File: config.mk
export PLATFORM = sky130hd
export DESIGN_NAME = ddr_packet_reader_256
export DESIGN_NICKNAME = d
export VERILOG_FILES = /design/src/rtl/ddr_packet_reader_256.sv
export SDC_FILE = /design/constraint.sdc
export NUM_CORES = 2
export LEC_CHECK = 0
export ABC_AREA = 1
export BUFFER_PORTS_ARGS = -buffer_cell sky130_fd_sc_hd__buf_2
export CORE_MARGIN = 10
export CORE_UTILIZATION = 55
export CTS_CLUSTER_SIZE = 25
export DETAILED_ROUTE_END_ITERATION = 16
export GPL_ROUTABILITY_DRIVEN = 0
export PLACE_DENSITY_LB_ADDON = 0.15
export REMOVE_ABC_BUFFERS = 1
export SLEW_MARGIN = 20
export SYNTH_ARGS = -nofsm -noshare
export SYNTH_HDL_FRONTEND = slang
export SYNTH_SLANG_ARGS = --single-unit
File: constraint.sdc
create_clock -name clk -period 40.2 [get_ports clk]
set_input_delay 6.03 -clock clk [delete_from_list [all_inputs] [get_ports clk]]
set_output_delay 6.03 -clock clk [all_outputs]
set_load 0.1 [all_outputs]
File: src/rtl/ddr_packet_reader_256.sv
// ddr_packet_reader_256: Avalon-MM burst reader that unpacks 256-bit beats into a 32-bit word stream.
// Optional readdatavalid watchdog enabled by defining DDR_RD_TIMEOUT_EN.
module ddr_packet_reader_256 #(
    parameter int ADDR_W      = 25,
    parameter int DATA_W      = 256,
    parameter int WORD_W      = 32,
    parameter int MAX_BURST   = 8,
    parameter int TIMEOUT_CYC = 1024
) (
    input  logic              clk,
    input  logic              reset,
    input  logic              start,
    input  logic [ADDR_W-1:0] base_addr,
    input  logic [15:0]       num_beats,
    output logic              busy,
    output logic              done,
    output logic              error,
    output logic [ADDR_W-1:0] amm_addr,
    output logic              amm_read,
    output logic [6:0]        amm_burstcount,
    output logic [31:0]       amm_byteenable,
    input  logic              amm_ready,
    input  logic [DATA_W-1:0] amm_readdata,
    input  logic              amm_readdatavalid,
    output logic [WORD_W-1:0] out_data,
    output logic              out_valid,
    input  logic              out_ready,
    output logic              out_last
);
    localparam int PW = $clog2(MAX_BURST);
    localparam int CW = PW + 1;
    localparam int NW = DATA_W / WORD_W;
    localparam int XW = $clog2(NW);
    typedef enum logic [1:0] {IDLE, REQ, DRAIN} state_t;
    state_t            state_q, state_d;
    logic [ADDR_W-1:0] addr_q, addr_d;
    logic [15:0]       rem_q, rem_d, urem_q, urem_d;
    logic [6:0]        outst_q, outst_d, len;
    logic [CW-1:0]     cnt_q, cnt_d;
    logic [PW-1:0]     wr_q, wr_d, rd_q, rd_d;
    logic [DATA_W-1:0] mem_q [MAX_BURST];
    logic [DATA_W-1:0] buf_q, buf_d;
    logic [XW-1:0]     widx_q, widx_d;
    logic              buf_v_q, buf_v_d, last_q, last_d, err_q, err_d, done_q, done_d;
    logic [7:0]        credits;
    logic              accept, push, pop, take;
`ifdef DDR_RD_TIMEOUT_EN
    localparam int TW = $clog2(TIMEOUT_CYC + 1);
    logic [TW-1:0]     wd_q, wd_d;
`endif

    // Burst sizing and credit check: never request more than the FIFO can absorb
    always_comb begin
        len = (rem_q < 16'(MAX_BURST)) ? rem_q[6:0] : 7'(MAX_BURST);
        credits = 8'(MAX_BURST) - 8'(cnt_q) - {1'b0, outst_q};
        amm_read = (state_q == REQ) && (credits >= {1'b0, len});
        accept = amm_read && amm_ready;
        push = amm_readdatavalid && (outst_q != 7'd0);
        take = buf_v_q && out_ready;
        pop = (cnt_q != '0) && (!buf_v_q || (take && widx_q == XW'(NW - 1)));
    end

    // Next-state for FSM, counters, FIFO pointers and unpacker
    always_comb begin
        state_d = state_q;
        addr_d = addr_q;
        rem_d = rem_q;
        urem_d = urem_q;
        err_d = err_q;
        done_d = 1'b0;
        outst_d = outst_q + (accept ? len : 7'd0) - (push ? 7'd1 : 7'd0);
        cnt_d = cnt_q + CW'(push) - CW'(pop);
        wr_d = wr_q + PW'(push);
        rd_d = rd_q + PW'(pop);
        buf_d = buf_q;
        buf_v_d = buf_v_q;
        widx_d = widx_q;
        last_d = last_q;
        if (take) begin
            widx_d = widx_q + XW'(1);
            buf_v_d = (widx_q != XW'(NW - 1));
        end
        if (pop) begin
            buf_d = mem_q[rd_q];
            buf_v_d = 1'b1;
            widx_d = '0;
            last_d = (urem_q == 16'd1);
            urem_d = urem_q - 16'd1;
        end
        case (state_q)
            IDLE: begin
                if (start) begin
                    err_d = 1'b0;
                    done_d = (num_beats == 16'd0);
                    if (num_beats != 16'd0) begin
                        state_d = REQ;
                        addr_d = base_addr;
                        rem_d = num_beats;
                        urem_d = num_beats;
                    end
                end
            end
            REQ: begin
                if (accept) begin
                    addr_d = addr_q + ADDR_W'(len);
                    rem_d = rem_q - 16'(len);
                    state_d = (rem_q == 16'(len)) ? DRAIN : REQ;
                end
            end
            default: begin
                if (outst_q == 7'd0 && cnt_q == '0 && !buf_v_q) begin
                    done_d = 1'b1;
                    state_d = IDLE;
                end
            end
        endcase
        if (amm_readdatavalid && outst_q == 7'd0)
            err_d = 1'b1;
`ifdef DDR_RD_TIMEOUT_EN
        wd_d = (outst_q != 7'd0 && !amm_readdatavalid) ? wd_q + TW'(1) : '0;
        if (outst_q != 7'd0 && !amm_readdatavalid && wd_q == TW'(TIMEOUT_CYC - 1)) begin
            err_d = 1'b1;
            done_d = 1'b1;
            state_d = IDLE;
            rem_d = '0;
            urem_d = '0;
            outst_d = '0;
            cnt_d = '0;
            wr_d = '0;
            rd_d = '0;
            buf_v_d = 1'b0;
            widx_d = '0;
            last_d = 1'b0;
            wd_d = '0;
        end
`endif
    end

    // State registers with synchronous reset
    always_ff @(posedge clk) begin
        if (reset) begin
            state_q <= IDLE;
            addr_q <= '0;
            rem_q <= '0;
            urem_q <= '0;
            outst_q <= '0;
            cnt_q <= '0;
            wr_q <= '0;
            rd_q <= '0;
            buf_q <= '0;
            buf_v_q <= 1'b0;
            widx_q <= '0;
            last_q <= 1'b0;
            err_q <= 1'b0;
            done_q <= 1'b0;
`ifdef DDR_RD_TIMEOUT_EN
            wd_q <= '0;
`endif
        end else begin
            state_q <= state_d;
            addr_q <= addr_d;
            rem_q <= rem_d;
            urem_q <= urem_d;
            outst_q <= outst_d;
            cnt_q <= cnt_d;
            wr_q <= wr_d;
            rd_q <= rd_d;
            buf_q <= buf_d;
            buf_v_q <= buf_v_d;
            widx_q <= widx_d;
            last_q <= last_d;
            err_q <= err_d;
            done_q <= done_d;
`ifdef DDR_RD_TIMEOUT_EN
            wd_q <= wd_d;
`endif
        end
    end

    // Beat FIFO storage; contents are meaningless until pointers say otherwise
    always_ff @(posedge clk) begin
        if (push)
            mem_q[wr_q] <= amm_readdata;
    end

    assign busy = (state_q != IDLE);
    assign done = done_q;
    assign error = err_q;
    assign amm_addr = addr_q;
    assign amm_burstcount = len;
    assign amm_byteenable = '1;
    assign out_data = buf_q[int'(widx_q) * WORD_W +: WORD_W];
    assign out_valid = buf_v_q;
    assign out_last = buf_v_q && last_q && (widx_q == XW'(NW - 1));
endmodule

==> qor.txt <==
Status: completed
Die H: 433 µm
Power Total: 7.22 mW
Total gr overflow: 0
R2R Setup Slk: 35.15 ns
Period utilisation layout: 0.258
Clock root buffer master: clkbuf_16
Max_slew headroom: 0.173
Die X: 433 µm
Worst reg2reg path depth: 10
H-Tree Depth: 4
Fin worst setup slack: 29.85 ns
Seq/Total Area, Yosys: 0.727
WL/cell: 24.8 µm
HPWL Detailed: 130000 µm
FMAX: 0.0966 GHz
Clock sinks: 2387
CTS tree: done
Met1 WL: 105000 µm
# hold bufs at CTS: 0
Non-Filler Instances: 10100
Worst Path Required: 34.17 ns
Worst r2r dst: mem_q[4][90]
P_leak: 35.7 nW
Port Buffers: 369
Met2 wire length: 122000 µm
Vias in the first global route: 60500
Critical Path Start: widx_q[0]
# setup viols final: 0
Post-CTS resize count: 0
Starting DRT DRC Count: 6566
# nets final: 8033
Met3 wire length: 18900 µm
Post-CTS Setup Inserts: 0
EDFF count, synth: 2048
Via-per-instance ratio: 6.15
Inst Count DP: 9659
Num CTS Buffers: 233
Row count: 151
Post-layout min period: 10.35 ns
Worst skew pair latency: 0.88 ns
Routed wire length: 251000 µm
Critical Path AT: 4.32 ns
Crit Path Class: flip-flop to output port
Hold crit path type: flip-flop to flip-flop
Max_cap viols: 0
Max Buffers Root-to-Sink: 3
Initial antenna violation count: 103
Drt pass-1 iters: 6
Synthesized area per cell: 12.5 µm²
Largest net degree at the start of global routing: 241
Most used DFF post-synth: edfxtp_1
Ys async rst share: 0
First-pass GRT wire length: 377000 µm
End of the critical path: out_data[25]
CP max FO: 65
Most frequent cells in the layout: edfxtp_1, o21ai_0, nor2_1
RSZ-0062 raised after global routing: false
Most common cell after layout, fill and taps aside: edfxtp_1
Seq cells post-synth: 2387
Synthesized cell area: 94000 µm²
Final count of pins violating max slew: 0
Top-Level Pins: 405
Final hold vios: 0
Starting Density: 0.554
CORE AREA: 170000 µm²
Top layer in use: met5
Actual slew at the worst max-slew pin: 1.24 ns
Mapped Cells: 7523
Peak supply drop: 66.0 µV
Post-synthesis cell type count: 53
Area delta synth->final: 11.9%
Ys Warns: 0
Die ar.: 188000 µm²
Fillers: 13000
CTS clk-pin slew, worst paths: 0.06 ns
Total number of vias: 62400
Worst setup EP type: output port
Worst Hold Slack: 0.467 ns
CP startpoint kind: flip-flop
Post-route DRC: 0
GRT Overall Usage: 0.261
Share of layout cells above drive strength 1: 0.110
Power Density: 68.6 nW/µm²
Setup Skew: 0.0261 ns
Pre-CTS WS: 29.51 ns
Antenna Nets Post-Route: 0
R2R Path Start: outst_q[6]
==> cell families (layout without fill, tap and decap cells) <==
kind of cell,after synthesis,count (layout),share of synthesized area
compound gates,2082,2082,0.133
fa+ha+maj,54,54,0.00751
other cells,2,81,0.0000799
xor+xnor,22,22,0.00205
buf+inv,864,1183,0.0375
flops,2387,2387,0.727
simple gates,2112,2112,0.0931
==> sequential cells by signal, indices dropped and copies added (netlist names) <==
name / flops
cnt_q: 4
out_valid: 1
state_q: 2
done: 1
rem_q: 16
last_q: 1
widx_q: 3
outst_q: 7
mem_q: 2048
wr_q: 3
amm_addr: 25
buf_q: 256
error: 1
urem_q: 16
rd_q: 3
==> report_power, final <==
| part | internal [mW] | switching, mW | total, mW | leakage, nW |
|---|---|---|---|---|
| registers | 2.99 | 0.111 | 3.10 | 21.4 |
| clock network | 1.26 | 0.937 | 2.20 | 3.81 |
| logic | 0.480 | 1.44 | 1.92 | 10.6 |
==> critical path, cell delays in order, from the launching register on <==
cell	delay (ns)
dfxtp_4	0.50
inv_6	0.55
buf_4	0.83
o21ai_0	0.40
nand2_1	0.24
nor2_1	0.06
a31oi_1	0.32
buf_2	0.51
==> worst min path at each step <==
stage          startpoint          to  cells after the start
3_5_place_dp    buf_q[98]   buf_q[98]                      2
6_report       buf_q[153]  buf_q[153]                      2
5_1_grt        buf_q[229]  buf_q[229]                      2
3_3_place_gp     buf_q[1]    buf_q[1]                      2
2_1_floorplan    buf_q[0]    buf_q[0]                      2
4_1_cts         buf_q[98]   buf_q[98]                      2
==> area by class of cell <==
class | count | area, µm² | area share
sequential | 2387 | 68300 | 0.649
multi-input combinational | 4314 | 22400 | 0.213
clock buffer | 326 | 6580 | 0.0626
tap | 2218 | 2780 | 0.0264
timing repair buffer | 456 | 2670 | 0.0254
clock inverter | 117 | 1250 | 0.0119
inverter | 284 | 1110 | 0.0106
antenna | 37 | 92.6 | 0.000880
==> metal layers <==
layer | vias up | global-route usage
met1 | 31200 | 0.358
li1 | 28200 | -
met5 | - | 0
met2 | 2510 | 0.422
met4 | 38 | 0.0934
met3 | 471 | 0.0439
==> cells in the mapped netlist, types with 3 or more instances <==
cell type  instances  area (µm²)
nor2_1          1187        4460
a21oi_1          172         861
inv_2              5        18.8
o21ai_0         1323        6620
nor4_1            10        62.6
or2_2              4        25.0
o21ai_2            4        35.0
xor2_1            13         114
ha_1              50         626
o211ai_1           5        37.5
xnor2_1            9        78.8
o21ai_1            3        15.0
a31oi_1           36         225
a221oi_1           4        35.0
nand4_1           36         225
buf_1             23        86.3
o221ai_1         514        4500
nand2_4            5        56.3
buf_4             38         285
buf_2            102         510
edfxtp_1        2048       61500
inv_1            276        1040
nand2_2            7        43.8
dfxtp_1          339        6790
nor3_1            10        50.1
fa_1               4        80.1
o31ai_1           10        75.1
nor2_2             5        31.3
nand3_1          432        2160
nand2_1          404        1520
clkbuf_1         416        1560
==> per-stage QoR <==
step | util | TNS (ns) | area [µm²]
2_1_floorplan | - | -2376.45 | 91700
3_5_place_dp | 0.573 | 0 | 97200
5_1_grt | 0.620 | 0 | 105000
6_report | 0.620 | 0 | 105000
3_3_place_gp | 0.573 | 0 | 97200
4_1_cts | 0.619 | 0 | 105000
Power figures use the tool's default switching activity.
